### src/rtl/lowp_interp_up_pkg.sv
// Shared types and helpers for the lowp_interp_up upsampling interpolator.
package lowp_interp_up_pkg;

    localparam int DEFAULT_W = 28;

    typedef enum logic [1:0] {
        ST_EMPTY = 2'd0,
        ST_HOLD  = 2'd1,
        ST_RUN   = 2'd2
    } interp_state_e;

    function automatic int log2_ceil(input int value);
        int r;
        r = 0;
        while ((1 << r) < value) r++;
        return r;
    endfunction

endpackage

### src/rtl/lowp_interp_up_tick_div.sv
// Output-rate divider: one-cycle tick every OUT_DIV enabled clocks.
module lowp_tick_div
    import lowp_interp_up_pkg::*;
#(
    parameter int OUT_DIV = 4
) (
    input  logic clock_i,
    input  logic reset_i,
    input  logic enable_i,
    output logic tick_o
);

    localparam int CW = (log2_ceil(OUT_DIV) > 0) ? log2_ceil(OUT_DIV) : 1;
    localparam logic [CW-1:0] LAST = CW'(OUT_DIV - 1);

    logic [CW-1:0] cnt_q, cnt_d;
    logic          at_last;

    assign at_last = (cnt_q == LAST);
    assign tick_o  = enable_i & at_last;

    always_comb begin
        cnt_d = cnt_q;
        if (enable_i) begin
            cnt_d = at_last ? '0 : cnt_q + CW'(1);
        end
    end

    always_ff @(posedge clock_i or posedge reset_i) begin
        if (reset_i) begin
            cnt_q <= '0;
        end else begin
            cnt_q <= cnt_d;
        end
    end

endmodule

### src/rtl/lowp_interp_up.sv
// Upsampling reconstruction filter: UP_FACTOR outputs per input, paced by lowp_tick_div.
// INTERP_LINEAR_EN selects linear interpolation; otherwise each segment is a zero-order hold.
module lowp_interp_up
    import lowp_interp_up_pkg::*;
#(
    parameter int UP_FACTOR = 16,
    parameter int OUT_DIV   = 4,
    parameter int W         = DEFAULT_W
) (
    input  logic                clock_in,
    input  logic                reset,
    input  logic                enable,
    input  logic signed [W-1:0] signal_in,
    input  logic                in_valid,
    output logic                in_ready,
    output logic signed [W-1:0] signal_out,
    output logic                out_valid,
    output logic                underflow
);

    localparam int S = log2_ceil(UP_FACTOR);

    interp_state_e       state_q, state_d;
    logic signed [W-1:0] pend_q, pend_d;
    logic signed [W-1:0] prev_q, prev_d;
    logic signed [W-1:0] cur_q, cur_d;
    logic signed [W-1:0] out_q, out_d;
    logic                pend_full_q, pend_full_d;
    logic                out_valid_q, out_valid_d;
    logic                underflow_q, underflow_d;
    logic [S-1:0]        idx_q, idx_d;
    logic signed [W-1:0] step_val;
    logic                tick;
    logic                accept;
    logic                consume;
    logic                load_seg;

`ifdef INTERP_LINEAR_EN
    logic signed [W:0]   delta_q, delta_d;
    logic signed [W+S:0] acc_q, acc_d;

    // acc holds prev*UP_FACTOR + i*delta, so the shift floors to the interpolated sample
    assign step_val = W'(acc_q >>> S);
`else
    assign step_val = cur_q;
`endif

    lowp_tick_div #(
        .OUT_DIV(OUT_DIV)
    ) u_tick_div (
        .clock_i (clock_in),
        .reset_i (reset),
        .enable_i(enable),
        .tick_o  (tick)
    );

    assign accept     = in_valid & ~pend_full_q;
    assign in_ready   = ~pend_full_q;
    assign signal_out = out_q;
    assign out_valid  = out_valid_q;
    assign underflow  = underflow_q;

    always_comb begin
        state_d     = state_q;
        pend_d      = pend_q;
        pend_full_d = pend_full_q;
        prev_d      = prev_q;
        cur_d       = cur_q;
        idx_d       = idx_q;
        out_d       = out_q;
        out_valid_d = 1'b0;
        underflow_d = underflow_q;
        consume     = 1'b0;
        load_seg    = 1'b0;
`ifdef INTERP_LINEAR_EN
        delta_d     = delta_q;
        acc_d       = acc_q;
`endif

        if (enable) begin
            case (state_q)
                ST_EMPTY: begin
                    if (pend_full_q) begin
                        prev_d  = pend_q;
                        consume = 1'b1;
                        state_d = ST_HOLD;
                    end
                end
                ST_HOLD: begin
                    if (tick) begin
                        out_valid_d = 1'b1;
                        out_d       = prev_q;
                        if (pend_full_q) begin
                            load_seg = 1'b1;
                            state_d  = ST_RUN;
                        end
                    end
                end
                ST_RUN: begin
                    if (tick) begin
                        out_valid_d = 1'b1;
                        out_d       = step_val;
                        idx_d       = idx_q + S'(1);
`ifdef INTERP_LINEAR_EN
                        acc_d       = acc_q + {{S{delta_q[W]}}, delta_q};
`endif
                        // last step of the segment: chain straight into the next one if it is waiting
                        if (&idx_q) begin
                            prev_d = cur_q;
                            if (pend_full_q) begin
                                load_seg = 1'b1;
                            end else begin
                                state_d     = ST_HOLD;
                                underflow_d = 1'b1;
                            end
                        end
                    end
                end
                default: state_d = ST_EMPTY;
            endcase
        end

        if (load_seg) begin
            consume = 1'b1;
            cur_d   = pend_q;
            idx_d   = '0;
`ifdef INTERP_LINEAR_EN
            delta_d = {pend_q[W-1], pend_q} - {prev_d[W-1], prev_d};
            acc_d   = {prev_d[W-1], prev_d, {S{1'b0}}};
`endif
        end

        if (accept) begin
            pend_d      = signal_in;
            pend_full_d = 1'b1;
        end else if (consume) begin
            pend_full_d = 1'b0;
        end
    end

    always_ff @(posedge clock_in or posedge reset) begin
        if (reset) begin
            state_q     <= ST_EMPTY;
            pend_q      <= '0;
            pend_full_q <= 1'b0;
            prev_q      <= '0;
            cur_q       <= '0;
            idx_q       <= '0;
            out_q       <= '0;
            out_valid_q <= 1'b0;
            underflow_q <= 1'b0;
        end else begin
            state_q     <= state_d;
            pend_q      <= pend_d;
            pend_full_q <= pend_full_d;
            prev_q      <= prev_d;
            cur_q       <= cur_d;
            idx_q       <= idx_d;
            out_q       <= out_d;
            out_valid_q <= out_valid_d;
            underflow_q <= underflow_d;
        end
    end

`ifdef INTERP_LINEAR_EN
    always_ff @(posedge clock_in or posedge reset) begin
        if (reset) begin
            delta_q <= '0;
            acc_q   <= '0;
        end else begin
            delta_q <= delta_d;
            acc_q   <= acc_d;
        end
    end
`endif

endmodule
### config.mk
export PLATFORM = sky130hd
export DESIGN_NAME = lowp_interp_up
export DESIGN_NICKNAME = d
export VERILOG_FILES = /design/src/rtl/lowp_interp_up_pkg.sv /design/src/rtl/lowp_interp_up_tick_div.sv /design/src/rtl/lowp_interp_up.sv
export SDC_FILE = /design/constraint.sdc
export NUM_CORES = 1
export LEC_CHECK = 0
export ABC_CLOCK_PERIOD_IN_PS = 7200
export CAP_MARGIN = 20
export CORE_MARGIN = 5
export CORE_UTILIZATION = 60
export CTS_CLUSTER_SIZE = 12
export DETAILED_ROUTE_END_ITERATION = 8
export GPL_TIMING_DRIVEN = 1
export PLACE_DENSITY = 0.92
export SETUP_SLACK_MARGIN = 0.2
export SLEW_MARGIN = 10
export SYNTH_ARGS = -nofsm -noshare
export SYNTH_HDL_FRONTEND = slang
export SYNTH_HIERARCHICAL = 1
export SYNTH_SLANG_ARGS = --single-unit
export TNS_END_PERCENT = 20
### constraint.sdc
create_clock -name clock_in -period 7.2 [get_ports clock_in]
set_clock_uncertainty 0.15 [all_clocks]
set_input_delay 0.72 -clock clock_in [delete_from_list [all_inputs] [get_ports clock_in]]
set_output_delay 0.72 -clock clock_in [all_outputs]
set_load 0.02 [all_outputs]
[Word-level counts from Yosys, hierarchy flattened]
Cells that the tools add are included.
W data, S select, Z words.
Word-level totals
  input port bits: 32
  register bits after elaboration: 123
  word-level logic and storage cells: 71
Operators by class
  muxes and demuxes: 33
  add/sub/neg operators: 2
  equal/unequal tests: 9
  bitwise gates (word level): 3
  reduce and logical (&&, ||, !) cells: 14
Operators by type and width (number)
  $mux W28: 5
  $pmux W28 S2: 2
  $mux W4: 4
  $mux W2: 7
  $mux W1: 13
  $ne A2 B2 Y1 const B: 6
  $reduce_bool A2 Y1: 6
  $reduce_and A4 Y1: 2
  $reduce_and A8 Y1: 1
  $reduce_and A7 Y1: 1
  $pmux W2 S3: 1
  $reduce_and A5 Y1: 1
  $add A4 B1 Y4 const B: 1
  $eq A2 B2 Y1 const B: 2
  $reduce_and A3 Y1: 1
  $add A2 B1 Y2 const B: 1
  $and A1 B1 Y1: 2
  $eq A2 B1 Y1 const B: 1
  $logic_not A2 Y1: 1
  $pmux W1 S2: 1
  $reduce_or A2 Y1: 1
  $not A1 Y1: 1

[Longest topological paths before layout]
  depth after elaboration: 8
  depth in mapped cells: 8
  gate-level depth less buffers: 6

[Hierarchy]
The synthesis kept the hierarchy.
Modules (own cells, without submodules)
  lowp_interp_up: instances 1, area an instance 5285.1 sq um, cells each 419
  lowp_tick_div: instances 1, area an instance 100.1 sq um, cells each 8

[Least setup slack after synthesis]
No wires, ideal clock.
  kind: input port to flip-flop
  start: input port enable
  end: register cur_q[0]
  arrival: 1841 ps
  setup time: 127 ps
  slack: 5081 ps
  buffers on the path: 2
  stages: 6
  cells stage by stage: and2_2 and3_1 and3_1 buf_2 buf_4 mux2_1
On the way
  longest elaborated chain between the ends: 4
  elaborated cells on any way between the ends: 5
  classes of those cells: mux: 4; bitwise: 1
RTL lines
  start, declared: RTL line lowp_interp_up.sv:12  | input logic enable,
  $and A1 B1 Y1: RTL line lowp_interp_up_tick_div.sv:20  | assign tick_o = enable_i & at_last;
  $mux W1 (on tied branches): RTL line lowp_interp_up.sv:100, lowp_interp_up.sv:90
  $pmux W1 S2: RTL line lowp_interp_up.sv:81  | case (state_q)
  $mux W1 *: RTL line lowp_interp_up.sv:80  | if (enable) begin
  end signal, assigned: RTL line lowp_interp_up.sv:157  | cur_q <= cur_d;
  end, declared: RTL line lowp_interp_up.sv:26  | logic signed [W-1:0] cur_q, cur_d;
Every way passes the cells marked *; elsewhere a longest branch is shown, timed or not.
A chain may end at the register's enable or synchronous reset.

[Final worst setup path]
  start: register state_q[0]
  end: register prev_q[15]
On the way
  longest elaborated chain between the ends: 3
  elaborated cells on any way between the ends: 8
  classes of those cells: eq/ne: 4; mux: 1; reduce/logical: 3
RTL lines
  start, declared: RTL line lowp_interp_up.sv:23  | interp_state_e state_q, state_d;
  start signal, assigned: RTL line lowp_interp_up.sv:153  | state_q <= state_d;
  $eq A2 B2 Y1 or $logic_not A2 Y1 (tied branches): RTL line lowp_interp_up.sv:81
  $ne A2 B2 Y1 (no line) or $reduce_bool A2 Y1 (tied branches)
  $reduce_and A5 Y1 (no line)
  end signal, assigned: RTL line lowp_interp_up.sv:156  | prev_q <= prev_d;
  end, declared: RTL line lowp_interp_up.sv:25  | logic signed [W-1:0] prev_q, prev_d;
Parallel ways exist; a longest one is shown, timed or not.

==> metrics.cfg <==
[outcome]
status = complete, no violations

[setup_path]
r2r_start = state_q[0]$_DFFE_PP0P_
cp.arrival_ps = 3800
cp_slowest_cell = ha_4
path_max_fanout = 66
end_kind = register
cpPeakStageDelay_ps = 900
r2r_cells = 7
crit_path_cell_trace = inv_1 -> ha_4 -> mux2i_1 -> a2111oi_4 -> buf_4 -> nor2_1 -> a21oi_1
cp.required_ps = 7480
startpoint_type = register
rr_endpoint = prev_q[15]$_DFFE_PP0P_
rrSetupSlack_ps = 3690
critical_path_class = reg2reg

[floorplan]
die_w_um = 105
rows = 34
io_pins = 63
coreArea_um2 = 8720
fp.dieH_um = 105
start_util = 0.618
die-area_um2 = 11000

[global_route]
grt_pass1_vias = 3648
antenna_found_initial = 0
grt_overflow_total = 0
grt_use_total = 0.204
grt_pass1_wl_um = 18100
grt_max_degree = 80

[cts]
clock_path_buffers = 2
clk_pin_slew_ps = 60
cts_buffers = 17
cts_tree = built
ctsResizeCount = 0
clock_latency_ps = 510
clock_sinks = 123
cts_root_buf = clkbuf_8
postCtsSetupBuffers = 0
hold_buffers = 0
htree_levels = 4

[sta]
worstMarginPinSlew_ps = 1100
whs_ps = 318
slew_violations = 0
final.min_clock_period_ps = 3510
finalCritPeriodShare = 0.488
hold_viol = 0
rsz0062_at_grt = no
slew_headroom = 0.267
max_freq_mhz = 285
fin_tns_setup_ps = 0
fin_ws_ps = 3690
setup_viol = 0

[pwr]
cellPowerDensity_nw_per_um2 = 472
p_comb_frac = 0.348
finalPower_mw = 3.10
leakagePower_nw = 2.83
pwr-share-seq = 0.403
power_frac_clock = 0.249
ir_drop_v = 0.000271
p_sw_mw = 1.09
p_int_mw = 2.01
switching_share = 0.351

[synth]
synth.most_common_cell = dfrtp_1
synth-seq-area-share = 0.572
synth_seq_cells = 123
syn-cell-area_um2 = 5390
synth.avg_cell_area_um2 = 12.6
synth_ff_type = dfrtp_1
synth_cell_types = 32
synth_common_cells = 123 x dfrtp_1, 58 x mux2i_1, 55 x mux2_2
synthArstFlopShare = 1.00
netlist.area_leader.share = 0.572
yosysWarnings = 6
synthCells = 427
syn_nets = 466
synth_area_leaders = dfrtp_1 57%, mux2_2 12%, mux2i_1 11%, o21ai_0 2.8%, nand2_1 2.4%
synth-edff-count = 0
yosysTopAreaCell = dfrtp_1

[drt]
drtAntennaViolNets = 0
first_pass_iters = 4
drt-wirelength-per-cell_um = 17.3
via_per_inst = 5.64
drc = 0
routed_wirelength_um = 10500
drtIter0Drc = 182
num_vias = 3419

[place]
gp_congestion = 0.813
port_buffers = 62
dp.cells = 574
place_hpwl_um = 6400
dp_slack_ps = 3660
postPlaceCellArea_um2 = 6030

[layout]
postLayoutCoreUtil = 0.754
syn2layout_area_growth_pct = 22.1
final_cells = 606
drive_gt1_frac = 0.237
n_antenna_cell = 0
nNetsFinal = 524
post-route-cell-area_um2 = 6570

[job]
maxCapViolations = 0

[hold_path]
hp-class = in2async

-- placed cells by master (no fill, tap or decap), types with 2 or more instances in the layout --
master,Yosys,layout
mux2_1,5,5
inv_6,0,2
clkinv_4,0,4
mux2_2,55,55
buf_4,7,4
clkinv_2,0,5
nand2_1,35,35
a21oi_1,19,19
clkbuf_16,0,16
clkinvlp_4,0,2
ha_1,7,6
o21bai_1,2,2
and3_1,4,3
nor2_1,21,21
dfrtp_1,123,123
clkdlybuf4s50_1,0,62
inv_1,6,5
a21oi_2,10,10
o21ai_0,30,30
nor2_2,10,10
mux2i_1,58,58
-- registers in the layout (all words and copies together) (netlist names), 2 cells and up --
signal / cells
cur_q: 28
pend_q: 28
prev_q: 28
signal_out: 28
idx_q: 4
state_q: 2
u_tick_div/cnt_q: 2
-- worst max path at each step --
stage | start | endpoint | slack, ps | cells past startpoint
2_1_floorplan | reset | cur_q[0]$_DFFE_PP0P_ | 3120 | 1
3_3_place_gp | enable | prev_q[16]$_DFFE_PP0P_ | 3830 | 7
3_5_place_dp | enable | prev_q[19]$_DFFE_PP0P_ | 3660 | 7
4_1_cts | state_q[0]$_DFFE_PP0P_ | prev_q[15]$_DFFE_PP0P_ | 3700 | 7
5_1_grt | state_q[0]$_DFFE_PP0P_ | prev_q[15]$_DFFE_PP0P_ | 3460 | 7
6_report | state_q[0]$_DFFE_PP0P_ | prev_q[15]$_DFFE_PP0P_ | 3690 | 7
-- critical path, delay by kind of cell, from the launching register on --
family / cells / cell delay, ps
flip-flops: 1 / 410
AO/OA/AOI/OAI: 2 / 850
AND/OR/NAND/NOR: 1 / 90
adder cells (fa/ha/maj): 1 / 900
multiplexers: 1 / 250
buffers and inverters: 2 / 740
-- layer usage --
layer,GRT usage,part of all wire,vias up
met1,0.269,0.45,1720
met3,0.0801,0.053,12
li1,-,-,1602
met4,0.0493,0.0091,0
met5,0,0,-
met2,0.322,0.49,85
-- area by class of cell --
class / instances / area (um2)
Sequential cell: 123 / 3080
Fill cell: 545 / 2150
Multi-Input combinational cell: 271 / 2140
Timing Repair Buffer: 66 / 651
Clock buffer: 18 / 418
Tap cell: 108 / 135
Clock inverter: 14 / 123
Inverter: 6 / 25.0
-- logic make-up after synthesis --
logic type | share of synthesized area
XOR/XNOR | 0.00325
flip-flops | 0.572
AO/OA/AOI/OAI | 0.0771
AND/OR/NAND/NOR | 0.0644
adder cells (fa/ha/maj) | 0.0163
buffers and inverters | 0.0342
multiplexers | 0.233
-- power by group through the flow --
| stage | clock network [mW] | logic, mW | registers [mW] |
|---|---|---|---|
| 3_5_place_dp | 0 | 1.08 | 1.25 |
| 5_1_grt | 0.820 | 1.18 | 1.29 |
| 3_3_place_gp | 0 | 1.03 | 1.22 |
| 2_1_floorplan | 0 | 0.710 | 1.27 |
| 6_report | 0.771 | 1.08 | 1.25 |
| 4_1_cts | 0.779 | 1.09 | 1.25 |
(Power assumes the default switching activity.)
